--- src/rtl/bp_me_pkg.sv ---
// rtl/bp_me_pkg.sv - shared memory-engine types for the bp_mem arbiter
package bp_me_pkg;

  localparam int cce_mem_msg_width_lp = 64;

  typedef enum logic {
    e_mem_req_0 = 1'b0,
    e_mem_req_1 = 1'b1
  } bp_mem_req_id_e;

endpackage

--- src/rtl/bp_mem_arbiter_id_fifo.sv ---
// rtl/bp_mem_arbiter_id_fifo.sv - 1-bit circular FIFO holding the requester of each outstanding command
module bp_mem_arbiter_id_fifo #(
  parameter int depth_p = 4
) (
  input  logic                       clk_i,
  input  logic                       reset_i,
  input  logic                       push_i,
  input  logic                       data_i,
  input  logic                       pop_i,
  output logic                       data_o,
  output logic                       full_o,
  output logic                       empty_o,
  output logic [$clog2(depth_p):0]   count_o
);

  localparam int ptr_w_lp = $clog2(depth_p);
  localparam int cnt_w_lp = ptr_w_lp + 1;

  logic [depth_p-1:0]  mem_q, mem_d;
  logic [ptr_w_lp-1:0] rptr_q, rptr_d;
  logic [ptr_w_lp-1:0] wptr_q, wptr_d;
  logic [cnt_w_lp-1:0] count_q, count_d;
  logic                push_ok, pop_ok;

  assign full_o  = (count_q == cnt_w_lp'(depth_p));
  assign empty_o = (count_q == '0);
  assign count_o = count_q;
  assign data_o  = mem_q[rptr_q];

  // A full queue refuses the push even when a pop frees a slot this cycle.
  assign push_ok = push_i & ~full_o;
  assign pop_ok  = pop_i & ~empty_o;

  always_comb begin
    mem_d   = mem_q;
    rptr_d  = rptr_q;
    wptr_d  = wptr_q;
    count_d = count_q;
    if (push_ok) begin
      mem_d[wptr_q] = data_i;
      wptr_d        = wptr_q + ptr_w_lp'(1);
    end
    if (pop_ok) begin
      rptr_d = rptr_q + ptr_w_lp'(1);
    end
    unique case ({push_ok, pop_ok})
      2'b10:   count_d = count_q + cnt_w_lp'(1);
      2'b01:   count_d = count_q - cnt_w_lp'(1);
      default: count_d = count_q;
    endcase
  end

  always_ff @(posedge clk_i or posedge reset_i) begin
    if (reset_i) begin
      mem_q   <= '0;
      rptr_q  <= '0;
      wptr_q  <= '0;
      count_q <= '0;
    end else begin
      mem_q   <= mem_d;
      rptr_q  <= rptr_d;
      wptr_q  <= wptr_d;
      count_q <= count_d;
    end
  end

endmodule

--- src/rtl/bp_mem_arbiter_2to1.sv ---
// rtl/bp_mem_arbiter_2to1.sv - round-robin 2:1 bp_mem arbiter with in-order response steering
module bp_mem_arbiter_2to1
  import bp_me_pkg::*;
#(
  parameter int msg_width_p       = cce_mem_msg_width_lp,
  parameter int max_outstanding_p = 4
) (
  input  logic                                 clk_i,
  input  logic                                 reset_i,
  input  logic [2*msg_width_p-1:0]             mem_cmd_i,
  input  logic [1:0]                           mem_cmd_v_i,
  output logic [1:0]                           mem_cmd_ready_o,
  output logic [msg_width_p-1:0]               mem_resp_o,
  output logic [1:0]                           mem_resp_v_o,
  input  logic [1:0]                           mem_resp_yumi_i,
  output logic [msg_width_p-1:0]               mem_cmd_o,
  output logic                                 mem_cmd_v_o,
  input  logic                                 mem_cmd_ready_i,
  input  logic [msg_width_p-1:0]               mem_resp_i,
  input  logic                                 mem_resp_v_i,
  output logic                                 mem_resp_yumi_o,
  output logic [$clog2(max_outstanding_p):0]   outstanding_o
);

  typedef enum logic {
    e_arb_idle   = 1'b0,
    e_arb_locked = 1'b1
  } arb_state_e;

  arb_state_e      state_q, state_d;
  bp_mem_req_id_e  prio_q, prio_d;
  bp_mem_req_id_e  grant_q, grant_d;
  bp_mem_req_id_e  grant;
  logic [msg_width_p-1:0] cmd_sel;
  logic            cmd_accept;
  logic            id_full, id_empty, id_head;

  // A stalled command keeps its grant so the payload seen by memory never switches mid-handshake.
  always_comb begin
    if (state_q == e_arb_locked) begin
      grant = grant_q;
    end else if (&mem_cmd_v_i) begin
      grant = prio_q;
    end else if (mem_cmd_v_i[1]) begin
      grant = e_mem_req_1;
    end else begin
      grant = e_mem_req_0;
    end
  end

  assign cmd_sel     = (grant == e_mem_req_1) ? mem_cmd_i[2*msg_width_p-1:msg_width_p]
                                              : mem_cmd_i[msg_width_p-1:0];
  assign mem_cmd_o   = cmd_sel;
  assign mem_cmd_v_o = mem_cmd_v_i[grant] & ~id_full;
  assign cmd_accept  = mem_cmd_v_o & mem_cmd_ready_i;

  always_comb begin
    mem_cmd_ready_o        = '0;
    mem_cmd_ready_o[grant] = cmd_accept;
  end

  always_comb begin
    state_d = state_q;
    grant_d = grant_q;
    prio_d  = prio_q;
    unique case (state_q)
      e_arb_idle: begin
        if (mem_cmd_v_o & ~mem_cmd_ready_i) begin
          state_d = e_arb_locked;
          grant_d = grant;
        end
      end
      e_arb_locked: begin
        if (cmd_accept) begin
          state_d = e_arb_idle;
        end
      end
      default: state_d = e_arb_idle;
    endcase
    if (cmd_accept) begin
      prio_d = bp_mem_req_id_e'(~grant);
    end
  end

  always_ff @(posedge clk_i or posedge reset_i) begin
    if (reset_i) begin
      state_q <= e_arb_idle;
      grant_q <= e_mem_req_0;
      prio_q  <= e_mem_req_0;
    end else begin
      state_q <= state_d;
      grant_q <= grant_d;
      prio_q  <= prio_d;
    end
  end

  bp_mem_arbiter_id_fifo #(
    .depth_p (max_outstanding_p)
  ) id_fifo (
    .clk_i   (clk_i),
    .reset_i (reset_i),
    .push_i  (cmd_accept),
    .data_i  (grant == e_mem_req_1),
    .pop_i   (mem_resp_yumi_o),
    .data_o  (id_head),
    .full_o  (id_full),
    .empty_o (id_empty),
    .count_o (outstanding_o)
  );

  // Memory answers in command order, so the queue head names the owner of the current response.
  assign mem_resp_o      = mem_resp_i;
  assign mem_resp_yumi_o = mem_resp_yumi_i[id_head] & ~id_empty;

  always_comb begin
    mem_resp_v_o          = '0;
    mem_resp_v_o[id_head] = mem_resp_v_i & ~id_empty;
  end

  lock_stable_a: assert property (@(posedge clk_i) disable iff (reset_i)
    (state_q == e_arb_locked) |-> (mem_cmd_v_i[grant_q] && $stable(cmd_sel)));

  resp_when_empty_a: assert property (@(posedge clk_i) disable iff (reset_i)
    mem_resp_v_i |-> !id_empty);

endmodule

--- config.mk ---
export PLATFORM = sky130hd
export DESIGN_NAME = bp_mem_arbiter_2to1
export DESIGN_NICKNAME = d
export VERILOG_FILES = /design/src/rtl/bp_me_pkg.sv /design/src/rtl/bp_mem_arbiter_id_fifo.sv /design/src/rtl/bp_mem_arbiter_2to1.sv
export SDC_FILE = /design/constraint.sdc
export NUM_CORES = 1
export LEC_CHECK = 0
export CORE_AREA = 5 5 129 131
export CTS_BUF_LIST = sky130_fd_sc_hd__clkbuf_8 sky130_fd_sc_hd__clkbuf_16
export DETAILED_ROUTE_END_ITERATION = 16
export DIE_AREA = 0 0 134 136
export PLACE_DENSITY = 0.66
export SLEW_MARGIN = 20
export SYNTH_ARGS = -nofsm -noshare
export SYNTH_HDL_FRONTEND = slang
export SYNTH_HIERARCHICAL = 1
export SYNTH_SLANG_ARGS = --single-unit
--- constraint.sdc ---
create_clock -name clk_i -period 4.4 [get_ports clk_i]
set_input_delay 0.66 -clock clk_i [delete_from_list [all_inputs] [get_ports clk_i]]
set_output_delay 0.66 -clock clk_i [all_outputs]
set_load 0.005 [all_outputs]
Word-level counts from Yosys, hierarchy flattened
Index checks and enable logic that the tools add are counted.
W data, S select, Z words.
- add/subtract/negate cells: 4
- order comparisons: 7
- equality and inequality tests: 3
- multiplexer cells: 21
- bitwise logic cells: 14
- reduce and logical (&&, ||, !) cells: 7
- operators with widths (kind ; count):
    $mux W64 ; 1
    $mux W1 ; 13
    $and A1 B1 Y1 ; 7
    $lt A2 B3 Y1 const B ; 2
    $pmux W3 S2 ; 1
    $not A1 Y1 ; 5
    $add A2 B1 Y2 const B ; 2
    $and A2 B2 Y2 ; 2
    $bwmux W4 ; 1
    $lt A1 B2 Y1 const B ; 2
    $reduce_and A2 Y1 ; 2
    $add A3 B1 Y3 const B ; 1
    $eq A3 B3 Y1 const B ; 1
    $logic_and A1 B1 Y1 ; 3
    $logic_not A3 Y1 ; 1
    $sub A3 B1 Y3 const B ; 1
    $bmux W1 S2 ; 1
    $demux W1 S1 ; 2
    $demux W1 S2 ; 1
    $eq A2 B1 Y1 const B ; 1
    $eq A2 B2 Y1 const B ; 1
    $ge A1 B1 Y1 const B ; 2
    $ge A2 B1 Y1 const B ; 1
    $pmux W1 S2 ; 1
    $reduce_bool A2 Y1 ; 1
- register bits: 14
- input bits: 200
- output and inout port bits: 137

Longest topological paths before layout
- word-level depth: 10
- mapped depth: 12

Cells and area by module
Netlist, hierarchy kept.
- by module, submodules not included (module ; times used ; cells each ; area an instance (sq um)):
    bp_mem_arbiter_2to1 ; 1 ; 164 ; 1580.3
    bp_mem_arbiter_id_fifo ; 1 ; 55 ; 609.3

Worst setup path after synthesis
Ideal clock, no wire load.
- path kind: input -> register
- start: input port mem_cmd_v_i[0]
- end: register id_fifo.count_q[2] (netlist: id_fifo/count_o[2])
- setup time: 0.079 ns
- data arrival time: 2.539 ns
- data required time: 4.321 ns
- setup slack: 1.781 ns
- cell stages on the path: 11
- buffers on the path: 1
- cell sequence: or3b_1 > o2111ai_1 > inv_1 > nand2b_1 > buf_6 > ha_1 > inv_1 > fa_1 > xor2_1 > nor2_1 > xor2_1
- cells in the longest elaborated chain, start to end: 10
- RTL lines (what ; RTL line ; RTL):
    from (decl) ; bp_mem_arbiter_2to1.sv:11 ; input logic [1:0] mem_cmd_v_i,
    $reduce_and A2 Y1 ; bp_mem_arbiter_2to1.sv:42 ; end else if (&mem_cmd_v_i) begin
    $mux W1 ; bp_mem_arbiter_2to1.sv:42 ;
    $mux W1 ; bp_mem_arbiter_2to1.sv:40 ; if (state_q == e_arb_locked) begin
    $mux W1 (implied by the code) (*) (2 in a row) ; bp_mem_arbiter_2to1.sv:54 ; assign mem_cmd_v_o = mem_cmd_v_i[grant] & ~id_full;
    $and A1 B1 Y1 (*) ; bp_mem_arbiter_2to1.sv:54 ;
    $and A1 B1 Y1 (*) ; bp_mem_arbiter_2to1.sv:55 ; assign cmd_accept = mem_cmd_v_o & mem_cmd_ready_i;
    net cmd_accept ; bp_mem_arbiter_2to1.sv:35 ; logic cmd_accept;
    $and A1 B1 Y1 (*) ; bp_mem_arbiter_id_fifo.sv:31 ; assign push_ok = push_i & ~full_o;
    $eq A2 B1 Y1 or $eq A2 B2 Y1 (tied branches) ; bp_mem_arbiter_id_fifo.sv:46 ; unique case ({push_ok, pop_ok})
    $pmux W3 S2 or $reduce_bool A2 Y1 (tied branches) ; - ;
    to (signal assigned) ; bp_mem_arbiter_id_fifo.sv:63 ; count_q <= count_d;
    to (decl) ; bp_mem_arbiter_id_fifo.sv:22 ; logic [cnt_w_lp-1:0] count_q, count_d;
Mark *: on every way through the listed nets, which the timed path passes. The rest lies on a longest branch. The select of a mux whose other input is x is not followed.
A chain may end at the register's enable or synchronous reset.

Final worst setup path
- start: input port mem_cmd_v_i[1]
- end: output port mem_cmd_o[24]
- cells in the longest elaborated chain, start to end: 4
- RTL lines (what ; RTL line ; RTL):
    $mux W1 or $reduce_and A2 Y1 (tied branches) ; bp_mem_arbiter_2to1.sv:44, bp_mem_arbiter_2to1.sv:42 ;
    $mux W1 (*) ; bp_mem_arbiter_2to1.sv:42 ;
    $mux W1 (*) ; bp_mem_arbiter_2to1.sv:40 ;
    $mux W64 (*) ; bp_mem_arbiter_2to1.sv:51 ; assign cmd_sel = (grant == e_mem_req_1) ? mem_cmd_i[2*msg_width_p-1:msg_width_p]
    to (decl) ; bp_mem_arbiter_2to1.sv:16 ; output logic [msg_width_p-1:0] mem_cmd_o,
Every way passes the cells marked *; elsewhere a longest branch is shown, timed or not.

==> summary.md <==
| Metric | Value |
|---|---|
| Status | `complete, no violations` |
| Yosys Warn Count | `6` |
| Initial Util | `between 10 and 15%` |
| Busiest grt layer | `met2` |
| Fin area | `slightly above 4000 µm²` |
| Syn_area_per_cell | `around 10 µm²` |
| Worst Path Required | `around 3700 ps` |
| All-Layer GR Usage | `7.83%` |
| Largest fanout on the critical path | `70` |
| Kind of critical path | `input port to output port` |
| Synth top area share | `roughly a quarter` |
| Clk sink count | `14` |
| Routed WL | `between 8 and 9 mm` |
| Synth Cell Area | `between 2000 and 2500 µm²` |
| Grt met1 use | `8.29%` |
| GR Overflow Total | `0` |
| Worst-Margin Slew | `550 ps` |
| Maximum vdd drop | `just over 0.6 mV` |
| Cell family with most CP delay | `buffers and inverters` |
| RSZ-0062 raised after global routing | `false` |
| CTS clock-pin slew for the worst setup and hold paths | `~40 ps` |
| Final Critical Period | `3460 ps` |
| Worst min path class | `register to register` |
| Root buf cell | `clkbuf_16` |
| Startpoint Class | `input port` |
| Vias per cell | `approximately 3.7` |
| Antenna violations before repair | `0` |
| Slowest stage cell, crit path | `clkdlybuf4s50_1` |
| Drt wl/cell | `about 15 µm` |
| M3 GR Usage | `under 10%` |
| Site row count | `46` |
| CP peak stage delay | `between 600 and 700 ps` |
| Chip Height | `roughly 140 µm` |
| Post-cts hold buffer count | `0` |
| Ordered cell list for the critical path | `clkdlybuf4s50_1, nand2b_4, o21ai_4, buf_12, mux2_2, clkdlybuf4s50_1` |
| Postcts setup bufs | `0` |
| Syn_nets | `~430` |
| Critical Path Sink Type | `output port` |
| Vias | `between 2,000 and 2,500` |
| Post-synth EDFFs | `0` |
| Remaining DRCs | `0` |
| Vias in the first global route | `~2,200` |
| Largest net degree at the start of global routing | `approximately 70` |
| Layout cell share with drive strength beyond 1 | `21.1%` |
| Fin crit share | `about four fifths` |
| # diodes | `0` |
| NumNets Final | `~570` |
| Top cells by count, synth | `buf_4, mux2_2, mux2_4` |
| Detail Route Antenna Nets | `0` |
| Resized cells post-CTS | `0` |
| Global-route wire length before repair | `between 10 and 15 mm` |
| Worst Path Buf+Inv | `3` |
| Max-cap viol count | `0` |
| Seq/Total Area, Yosys | `about 16%` |
| Fin. max-slew vios | `0` |
| Count leader, synth | `buf_4` |
| Boundary Pins | `~340` |
| PwrDens | `a little over 500 nW/µm²` |
| HPWL after DPL | `just over 7 mm` |
| Initial DRC Count | `28` |
| Leak Pwr | `0.00159 µW` |
| Most frequent CP cell | `clkdlybuf4s50_1` |
| Hold_ws | `485 ps` |
| Drt pass-1 iters | `4` |
| Asr flop ratio synth | `100%` |
| CTS max path bufs | `2` |
| Area Overhead vs Synth | `85.5%` |
| Yosys reg bits | `14` |
| Crit path DAT | `2800 ps` |
| Total negative setup slack | `0 ps` |
| Port Buf Inserts | `approximately 210` |
| CTS Buf Count | `3` |
| Met2 usage | `between 10% and 20%` |
| Clock Latency Late Sink | `240 ps` |
| FF-to-FF setup slack | `~1600 ps` |
| Final Skew | `2.84 ps` |
| Top cells by area, synth | `mux2_2, buf_4, dfrtp_1` |
| Final GP Congestion | `between 0.8 and 0.9` |
| Die width | `roughly 130 µm` |
| Fmax achieved | `289 MHz` |
| Top_reg_cell synth | `dfrtp_1` |
| Fin. Hold Viols | `0` |
| Yosys top cell by area | `mux2_2` |
| Synth cell types | `32` |
| Slew headroom | `a little over three fifths` |
| Core area | `approximately 15,000 µm²` |
| Placement Cell Area | `approximately 4000 µm²` |
| H-tree depth | `1` |
| Final Setup Violations | `0` |
| CTS tree | `done` |
| Post-Synthesis Cells | `~220` |
| Total die area | `18,200 µm²` |
[flip-flops by register name, summed over array words and instances (netlist names), named ones only]
name,cells
id_fifo/mem_q,4
id_fifo/count_o,3
id_fifo/rptr_q,2
prio_q,1
grant_q,1
id_fifo/wptr_q,2
[final timing paths]
check | endpoint | from | depth (start not counted)
max in group asynchronous | id_fifo/count_o[2]$_DFFE_PP0P_ | reset_i | 2
worst max-delay path | mem_cmd_o[24] | mem_cmd_v_i[1] | 6
worst min register to register | id_fifo/rptr_q[1]$_DFFE_PP0P_ | id_fifo/rptr_q[1]$_DFFE_PP0P_ | 1
worst max register to register | id_fifo/count_o[2]$_DFFE_PP0P_ | id_fifo/count_o[0]$_DFFE_PP0P_ | 11
worst min-delay path | id_fifo/rptr_q[1]$_DFFE_PP0P_ | id_fifo/rptr_q[1]$_DFFE_PP0P_ | 1
min in group asynchronous | grant_q$_DFFE_PP0P_ | reset_i | 2
[placed cells by master, fill, tap and decap left out, types with 2 or more instances in the layout]
| cell | Yosys | routed |
|---|---|---|
| clkdlybuf4s50_1 | 0 | 208 |
| inv_1 | 12 | 12 |
| o21ai_0 | 8 | 8 |
| nor3_1 | 2 | 2 |
| dfrtp_1 | 14 | 14 |
| xor2_1 | 3 | 3 |
| xnor2_1 | 3 | 3 |
| mux2_4 | 17 | 17 |
| nand2_1 | 11 | 11 |
| mux2i_1 | 3 | 3 |
| nor2_1 | 3 | 3 |
| clkbuf_16 | 0 | 3 |
| mux2_2 | 48 | 48 |
| a21boi_0 | 2 | 2 |
| ha_1 | 5 | 5 |
[metal layers]
| layer | up-vias | part of all wire [%] |
|---|---|---|
| met2 | 168 | 50 |
| met3 | 0 | 15 |
| li1 | 960 | - |
| met4 | 0 | 0 |
| met5 | - | 0 |
| met1 | 931 | 35 |
[metrics by stage]
stage          util, %  setup slack, ps  std cells  total power (µW)
3_3_place_gp      25.7              985        548              1870
6_report          26.2              938        552              2070
4_1_cts           26.2              943        552              2090
5_1_grt           26.2              881        552              2200
3_5_place_dp      25.7              953        548              1890
2_1_floorplan        -             1780        219              1200
[kinds of logic after synthesis]
| family | after synthesis | share of synthesized area (%) |
|---|---|---|
| AOI/OAI and AO/OA | 16 | 4.97 |
| xor gates and xnor gates | 6 | 2.40 |
| and+or+nand+nor | 24 | 6.51 |
| muxes | 69 | 38.7 |
| buffers and inverters | 84 | 27.6 |
| adders and majority gates | 6 | 3.77 |
| DFF | 14 | 16.0 |
[where the power goes]
| part | switching (µW) | total (µW) | internal, µW |
|---|---|---|---|
| clock | 48.8 | 186 | 137 |
| combinational | 576 | 1610 | 1030 |
| sequential | 77.7 | 275 | 197 |
| total | 703 | 2070 | 1370 |
[final cells by class]
| type | count | area [µm²] |
|---|---|---|
| clock buffer | 4 | 88.8 |
| sequential | 14 | 350 |
| multi-input combinational | 121 | 1230 |
| fill | 1612 | 11400 |
| inverter | 12 | 45.0 |
| tap | 192 | 240 |
| timing repair buffer | 209 | 2100 |
Note: power is estimated with default switching activity, not from simulation.
